[src/rtl/fetch_bus.sv]
// rtl/fetch_bus.sv - single-entry instruction fetch holding register with one-outstanding bus master
// Optional misaligned-PC trap is enabled by defining CYBERRIO_FETCH_MISALIGN_TRAP_EN.
module fetch_bus (
    input  logic        clk,
    input  logic        reset,
    input  logic [31:0] fetch_address,
    output logic [31:0] fetch_data,
    output logic        fetch_ready,
    output logic        fetch_error,
    input  logic        flush,
    output logic        mem_req,
    output logic [31:0] mem_addr,
    input  logic        mem_gnt,
    input  logic        mem_rvalid,
    input  logic [31:0] mem_rdata,
    input  logic        mem_err
);

    typedef enum logic [1:0] {
        IDLE = 2'd0,
        REQ  = 2'd1,
        WAIT = 2'd2
    } state_t;

    state_t      state_q, state_d;
    logic [31:0] data_q, data_d;
    logic [29:0] addr_q, addr_d;
    logic        err_q, err_d;
    logic        valid_q, valid_d;
    logic [29:0] req_addr_q, req_addr_d;
    logic        abort_q, abort_d;

    logic hit;
    logic misalign;

    assign hit = valid_q && (addr_q == fetch_address[31:2]);

`ifdef CYBERRIO_FETCH_MISALIGN_TRAP_EN
    assign misalign = (fetch_address[1:0] != 2'b00);
`else
    logic unused_addr_bits;
    assign misalign         = 1'b0;
    assign unused_addr_bits = ^fetch_address[1:0];
`endif

    // A misaligned PC answers immediately with an error and never touches the bus.
    always_comb begin
        fetch_ready = hit || misalign;
        fetch_error = misalign || err_q;
        fetch_data  = misalign ? 32'h0 : data_q;
    end

    assign mem_req  = (state_q == REQ);
    assign mem_addr = {req_addr_q, 2'b00};

    always_comb begin
        state_d    = state_q;
        data_d     = data_q;
        addr_d     = addr_q;
        err_d      = err_q;
        valid_d    = valid_q;
        req_addr_d = req_addr_q;
        abort_d    = abort_q;

        case (state_q)
            IDLE: begin
                if (!hit && !flush && !misalign) begin
                    req_addr_d = fetch_address[31:2];
                    abort_d    = 1'b0;
                    state_d    = REQ;
                end
            end
            REQ: begin
                if (mem_gnt) begin
                    state_d = WAIT;
                end
            end
            WAIT: begin
                if (mem_rvalid) begin
                    state_d = IDLE;
                    // The fill lands even if the PC moved on; only flush discards it.
                    if (!abort_q && !flush) begin
                        data_d  = mem_rdata;
                        addr_d  = req_addr_q;
                        err_d   = mem_err;
                        valid_d = 1'b1;
                    end
                end
            end
            default: state_d = IDLE;
        endcase

        if (flush) begin
            valid_d = 1'b0;
            if (state_q != IDLE) begin
                abort_d = 1'b1;
            end
        end
    end

    always_ff @(posedge clk) begin
        if (reset) begin
            state_q    <= IDLE;
            data_q     <= 32'h0;
            addr_q     <= 30'h0;
            err_q      <= 1'b0;
            valid_q    <= 1'b0;
            req_addr_q <= 30'h0;
            abort_q    <= 1'b0;
        end else begin
            state_q    <= state_d;
            data_q     <= data_d;
            addr_q     <= addr_d;
            err_q      <= err_d;
            valid_q    <= valid_d;
            req_addr_q <= req_addr_d;
            abort_q    <= abort_d;
        end
    end

endmodule

[config.mk]
export PLATFORM = sky130hd
export DESIGN_NAME = fetch_bus
export DESIGN_NICKNAME = d
export VERILOG_FILES = /design/src/rtl/fetch_bus.sv
export SDC_FILE = /design/constraint.sdc
export NUM_CORES = 1
export LEC_CHECK = 0
export BUFFER_PORTS_ARGS = -buffer_cell sky130_fd_sc_hd__buf_2
export CAP_MARGIN = 20
export CORE_MARGIN = 2
export CORE_UTILIZATION = 45
export DETAILED_ROUTE_END_ITERATION = 10
export PLACE_DENSITY = 0.76
export SLEW_MARGIN = 15
export SYNTH_ARGS = -nofsm -noshare
export SYNTH_HDL_FRONTEND = slang
export SYNTH_SLANG_ARGS = --single-unit
[constraint.sdc]
create_clock -name clk -period 2.1 [get_ports clk]
set_clock_uncertainty 0.15 [all_clocks]
set_input_delay 0.42 -clock clk [delete_from_list [all_inputs] [get_ports clk]]
set_output_delay 0.42 -clock clk [all_outputs]
set_load 0.1 [all_outputs]
==> results of run 1 <==
cells in the mapped netlist:
| master | instances |
|---|---|
| nor3_1 | 4 |
| nand2b_1 | 57 |
| or2b_1 | 3 |
| clkbuf_1 | 23 |
| o21a_1 | 1 |
| buf_1 | 4 |
| nor4_1 | 4 |
| nor2_1 | 6 |
| buf_8 | 3 |
| a21oi_1 | 63 |
| conb_1 | 1 |
| buf_6 | 1 |
| or4_1 | 1 |
| xor2_1 | 15 |
| nand4_1 | 5 |
| mux2i_1 | 30 |
| and4b_1 | 1 |
| nor2b_1 | 2 |
| a22oi_1 | 1 |
| o21ba_2 | 1 |
| nand4b_1 | 1 |
| nand2_1 | 126 |
| dfxtp_1 | 97 |
| xnor2_1 | 15 |
| buf_4 | 2 |
kinds of logic (layout without fill, tap and decap cells):
group,Yosys count,in the layout,share of synthesized area (%)
AOI/OAI and AO/OA,66,66,8.48
xor gates and xnor gates,30,30,6.55
buffers and inverters,33,160,4.30
DFF,97,97,48.4
muxes,30,30,7.49
other,1,2,0.0935
and+or+nand+nor,210,210,24.7
critical path, stage by stage, from the launching register on:
cell     delay, ns
dfxtp_1       0.33
xnor2_1       0.18
nand4_1       0.13
or4_4         0.58
nor2_4        0.12
buf_12        0.18
layer usage:
| metal | up-vias | wire length [um] | GRT usage, % |
|---|---|---|---|
| li1 | 1754 | - | - |
| met1 | 1662 | 4360 | 25.4 |
| met2 | 93 | 4970 | 34.1 |
| met3 | 17 | 442 | 3.62 |
| met4 | 0 | 221 | 9.48 |
| met5 | - | 0 | 0 |
through the flow:
step                hold WS [ns]  std cells  area (um2)
floorplan                  0.298        468        4030
global placement           0.289        685        4780
detailed placement         0.295        685        4780
CTS                        0.107        703        5110
global route               0.112        703        5150
finish                     0.118        703        5150
state kept, by name (all words and copies together) (netlist names):
register and count:
abort_q 1, fetch_data 32, addr_q 30, fetch_error 1, req_addr_q 30, valid_q 1
state_q 2
layout make-up:
class | instances | area, um2
clock buffer | 12 | 155
clock inverter | 4 | 75.1
fill | 784 | 3530
multi-input combinational | 338 | 1990
sequential | 97 | 1950
tap | 108 | 135
timing repair buffer | 144 | 838
final timing paths:
kind	slack, ns	cells past startpoint	start	end
max	-0.34	5	addr_q[24]	fetch_ready
min	0.12	2	flush	valid_q
max reg2reg	-0.13	6	addr_q[24]	req_addr_q[13]
min reg2reg	0.31	2	fetch_data[22]	fetch_data[22]
power by group through the flow:
stage	clock network [W]	logic, W	registers [W]
finish	0.00139	0.000758	0.00193
global route	0.00146	0.000791	0.00194
CTS	0.00140	0.000754	0.00193
detailed placement	0	0.000729	0.00197
global placement	0	0.000721	0.00197
floorplan	0	0.000228	0.00231
cells in the final DEF, fill, tap and decap left out, types with 8 or more instances in the layout:
cell type	n
nand2b_1	57
a21oi_1	63
buf_2	130
xor2_1	15
dfxtp_1	92
xnor2_1	8
clkbuf_8	11
mux2i_1	30
nand2_1	126
timing repair:
action	4_1_cts	5_1_grt
pin swaps	2	5
gates cloned	1	0
setup buffers	1	0
endpoints found under the setup margin	31	33
resized for setup	13	6
hold buffers	0	0
==> results by group, run 1 <==
Power
  • Reg power frac: 47.4%
  • Pwr Density: 792 nW/um2
  • Peak supply drop: 0.328 mV
  • Logic pwr share: 18.6%
  • Sw Ratio: 30.5%
  • Leak pwr: 2.17 nW
  • Pwr Total: 0.00408 W
  • Share of power burned in the clock network: 34.0%
  • Internal power: 0.00283 W
  • Switching pwr: 0.00124 W

Detailed routing
  • WL/cell: 14.2 um
  • Final WL: 9990 um
  • DRT iter0 DRCs: 162
  • Drt via density: 5.02
  • DR vias: 3526
  • Final ANT Viol Nets: 0
  • Drt drc: 0
  • Pre-antenna DRT Iters: 4

Setup path
  • Critical path class: flop to primary output
  • CP Launch Type: flop
  • Worst path arrival time: 1.87 ns
  • Worst path required time: 1.53 ns
  • Crit-path max FO: 2
  • Crit. End Element: primary output

Synthesis
  • Netlist area before placement: 4010 um2
  • Post-synth top area share: 48.4%
  • Synth area leaders: dfxtp_1, nand2_1, nand2b_1, a21oi_1, mux2i_1
  • Ys Warns: 0
  • Yosys cell types: 25
  • Seq cells post-synth: 97
  • Mapped Avg Cell Area: 8.59 um2
  • Sequential share of the synthesized area: 48.4%
  • Yosys top cell by area: dfxtp_1
  • Post-Synthesis Cells: 467

Clock tree
  • Clk root buf: clkbuf_8
  • CTS tree: yes
  • Number of H-tree levels: 3
  • Clock Tree Buf Depth: 2
  • TritonCTS Buffers: 9
  • Skew-Pair Late Insertion Delay: 0.37 ns
  • CTS clk-pin slew, worst paths: 0.09 ns
  • # clock sinks: 97

STA
  • Slew HR: 66.0%
  • Max Fclk: 0.409 GHz
  • PnR worst setup slack: -0.345 ns
  • Final Slew Violations: 0
  • Worst Tran Pin Value: 0.513 ns
  • Final period util: 116%
  • Hold Vio Cnt, Final: 0
  • Final setup fails: 10
  • Final min period: 2.44 ns
  • RSZ-0062 raised after global routing: yes
  • TNS Setup: -1.25 ns

Die
  • Ports: 137
  • Core region area: 8680 um2
  • Die ar.: 9690 um2
  • Initial Util: 46.2%
  • Die Ht: 98.4 um
  • Row count: 34
  • Chip Width: 98.4 um

Finish
  • Final core utilization: 59.3%
  • ANT cells: 0
  • Syn-to-layout area delta: 28.3%
  • Layout cells sized above 1: 30.4%
  • Fin nets: 660

Global routing
  • Largest net degree at the start of global routing: 57
  • Wire length of the first global-routing pass: 15800 um
  • Vias in the first global route: 3364
  • GRT Residual Overflow: 0
  • Initial antenna violation count: 0
  • All-Layer GR Usage: 20.3%

Placement
  • Detail Placement HPWL: 6830 um
  • Gpl congestion: 0.798
  • # port buffers: 132
  • Setup WS pre-CTS: -0.311 ns

Flow run
  • MaxCap Viol Count: 0

Min path
  • Min-Delay Path Class: input port to flop

Outcome
  • Failing checks: setup timing
  • Outcome: finished with violations
(Power assumes the default switching activity.)
==> run 2, diff against run 1 <==
--- a/config.mk
+++ b/config.mk
@@ -11,6 +11,7 @@
 export CORE_UTILIZATION = 45
 export DETAILED_ROUTE_END_ITERATION = 10
 export PLACE_DENSITY = 0.76
+export RECOVER_POWER = 100
 export SLEW_MARGIN = 15
 export SYNTH_ARGS = -nofsm -noshare
 export SYNTH_HDL_FRONTEND = slang
==> results by group, run 2 (synthesis gave the netlist of run 1 again) <==
Global routing
  • GRT Residual Overflow: 0 (unchanged)
  • Largest net degree at the start of global routing: 57 (unchanged)
  • Initial antenna violation count: 0 (unchanged)
  • Wire length of the first global-routing pass: 15800 um (unchanged)
  • All-Layer GR Usage: 20.3% (unchanged)
  • Vias in the first global route: 3364 (unchanged)

Die
  • Initial Util: 46.2% (unchanged)
  • Die ar.: 9690 um2 (unchanged)
  • Die Ht: 98.4 um (unchanged)
  • Core region area: 8680 um2 (unchanged)
  • Chip Width: 98.4 um (unchanged)
  • Row count: 34 (unchanged)
  • Ports: 137 (unchanged)

Setup path
  • Critical path class: flop to primary output (unchanged)
  • CP Launch Type: flop (unchanged)
  • Worst path arrival time: 1.88 ns (was 1.87 ns)
  • RR Endpoint: req_addr_q[13] (unchanged)
  • Worst path required time: 1.53 ns (about the same)
  • Crit. End Element: primary output (unchanged)
  • Crit-path max FO: 2 (unchanged)
  • Reg2Reg Depth: 6 (unchanged)
  • Flop2flop setup slack: -0.14 ns (was -0.13 ns)
  • Critical path startpoint: addr_q[24] (unchanged)
  • R2r startpoint: addr_q[24] (unchanged)

Clock tree
  • CTS clk-pin slew, worst paths: 0.09 ns (about the same)
  • CTS tree: yes (unchanged)
  • Clock Tree Buf Depth: 2 (unchanged)
  • # clock sinks: 97 (unchanged)
  • TritonCTS Buffers: 9 (unchanged)
  • Clk root buf: clkbuf_8 (unchanged)
  • Skew-Pair Late Insertion Delay: 0.36 ns (was 0.37 ns)
  • Number of H-tree levels: 3 (unchanged)

Finish
  • Fin nets: 660 (unchanged)
  • Commonest non-fill, non-tap cell in the layout: nand2_1 (was buf_2)
  • Syn-to-layout area delta: 27.8% (was 28.3%)
  • Finished Layout Cells: 703 (unchanged)
  • Largest register FFs: 32 (unchanged)
  • Fillers: 787 (was 784)
  • Leading cell types in the layout, fill and taps excluded: nand2_1, dfxtp_1, buf_2 (was buf_2, nand2_1, dfxtp_1)
  • ANT cells: 0 (unchanged)
  • Sequential cell area: 1950 um2 (unchanged)
  • Layout cells sized above 1: 30.3% (was 30.4%)
  • Area occupied by multi-input gates: 1990 um2 (about the same)

STA
  • Slew HR: 49.4% (was 66.0%)
  • RSZ-0062 raised after global routing: yes (unchanged)
  • Worst Tran Pin Value: 0.759 ns (was 0.513 ns)
  • Final min period: 2.45 ns (was 2.44 ns)
  • Hold Vio Cnt, Final: 0 (unchanged)
  • Final Slew Violations: 0 (unchanged)
  • Final setup fails: 10 (unchanged)
  • PnR worst setup slack: -0.351 ns (was -0.345 ns)
  • Final period util: 117% (was 116%)
  • Max Fclk: 0.408 GHz (was 0.409 GHz)

Detailed routing
  • Final WL: 9970 um (was 9990 um)
  • WL/cell: 14.2 um (about the same)
  • Pre-antenna DRT Iters: 4 (unchanged)
  • DR vias: 3531 (was 3526)
  • Drt drc: 0 (unchanged)
  • DRT iter0 DRCs: 155 (was 162)
  • Final ANT Viol Nets: 0 (unchanged)
  • Drt via density: 5.02 (about the same)

Min path
  • Min-Delay Path Class: input port to flop (unchanged)
  • Hold path startpoint: flush (unchanged)
  • Min-Delay Endpoint: valid_q (unchanged)
  • Hold Crit Depth: 2 (unchanged)

Outcome
  • Outcome: finished with violations (unchanged)
  • Failing checks: setup timing (unchanged)

Power
  • Leak pwr: 2.11 nW (was 2.17 nW)
  • Peak supply drop: 0.327 mV (was 0.328 mV)
  • Pwr Density: 795 nW/um2 (was 792 nW/um2)
  • Pwr Total: 0.00407 W (was 0.00408 W)

Placement
  • Detail Placement HPWL: 6830 um (unchanged)
  • DP Cell Count: 685 (unchanged)
  • # port buffers: 132 (unchanged)
  • Gpl congestion: 0.798 (unchanged)

Flow run
  • MaxCap Viol Count: 0 (unchanged)
-- run 2: worst max-delay path by stage --
stage / endpoint / depth (start not counted)
2_1_floorplan: fetch_ready / 4
5_1_grt: fetch_ready / 5
6_report: fetch_ready / 5
3_3_place_gp: fetch_ready / 6
3_5_place_dp: fetch_ready / 6
4_1_cts: fetch_ready / 6
-- run 2: final cells by class --
type | count | area share (%)
clock inverter | 4 | 1.46
clock buffer | 12 | 3.03
timing repair buffer | 144 | 16.0
multi-input combinational | 338 | 38.9
tap | 108 | 2.64
sequential | 97 | 38.0
-- run 2: timing repair --
item	4_1_cts	5_1_grt
setup endpoints to repair	31	33
pin swaps	2	5
gates resized for setup	13	6
setup buffers	1	0
hold buffers	0	0
cloned	1	0
-- run 2: per-layer routing --
metal  GRT usage (%)  up-vias  share of wire, %
met4            9.48        0               2.2
li1                -     1755                 -
met1            25.4     1660                43
met3            3.62       17               5.2
met5               0        -                 0
met2            34.1       99                50
-- run 2: stage by stage --
| step | area (um2) | utilization (%) | hold WS [ns] | TNS, ns | setup slack, ns |
|---|---|---|---|---|---|
| 2_1_floorplan | 4030 | - | 0.298 | -0.213 | -0.213 |
| 3_3_place_gp | 4780 | 55.1 | 0.289 | -9.07 | -0.321 |
| 3_5_place_dp | 4780 | 55.1 | 0.295 | -9.02 | -0.311 |
| 4_1_cts | 5110 | 58.9 | 0.107 | -2.44 | -0.344 |
| 5_1_grt | 5130 | 59.1 | 0.112 | -3.59 | -0.411 |
| 6_report | 5130 | 59.1 | 0.121 | -1.32 | -0.351 |
-- run 2: report_power, final --
part,internal (W),switching (W)
Combinational,0.000204,0.000552
Clock,0.000737,0.000647
Sequential,0.00189,0.0000431
Total,0.00283,0.00124
-- run 2: worst max-delay path, cell delays in order, from the launching register on --
cell and delay [ns]:
dfxtp_1 0.33, xnor2_1 0.18, nand4_1 0.13, or4_4 0.58, nor2_4 0.12, buf_12 0.18
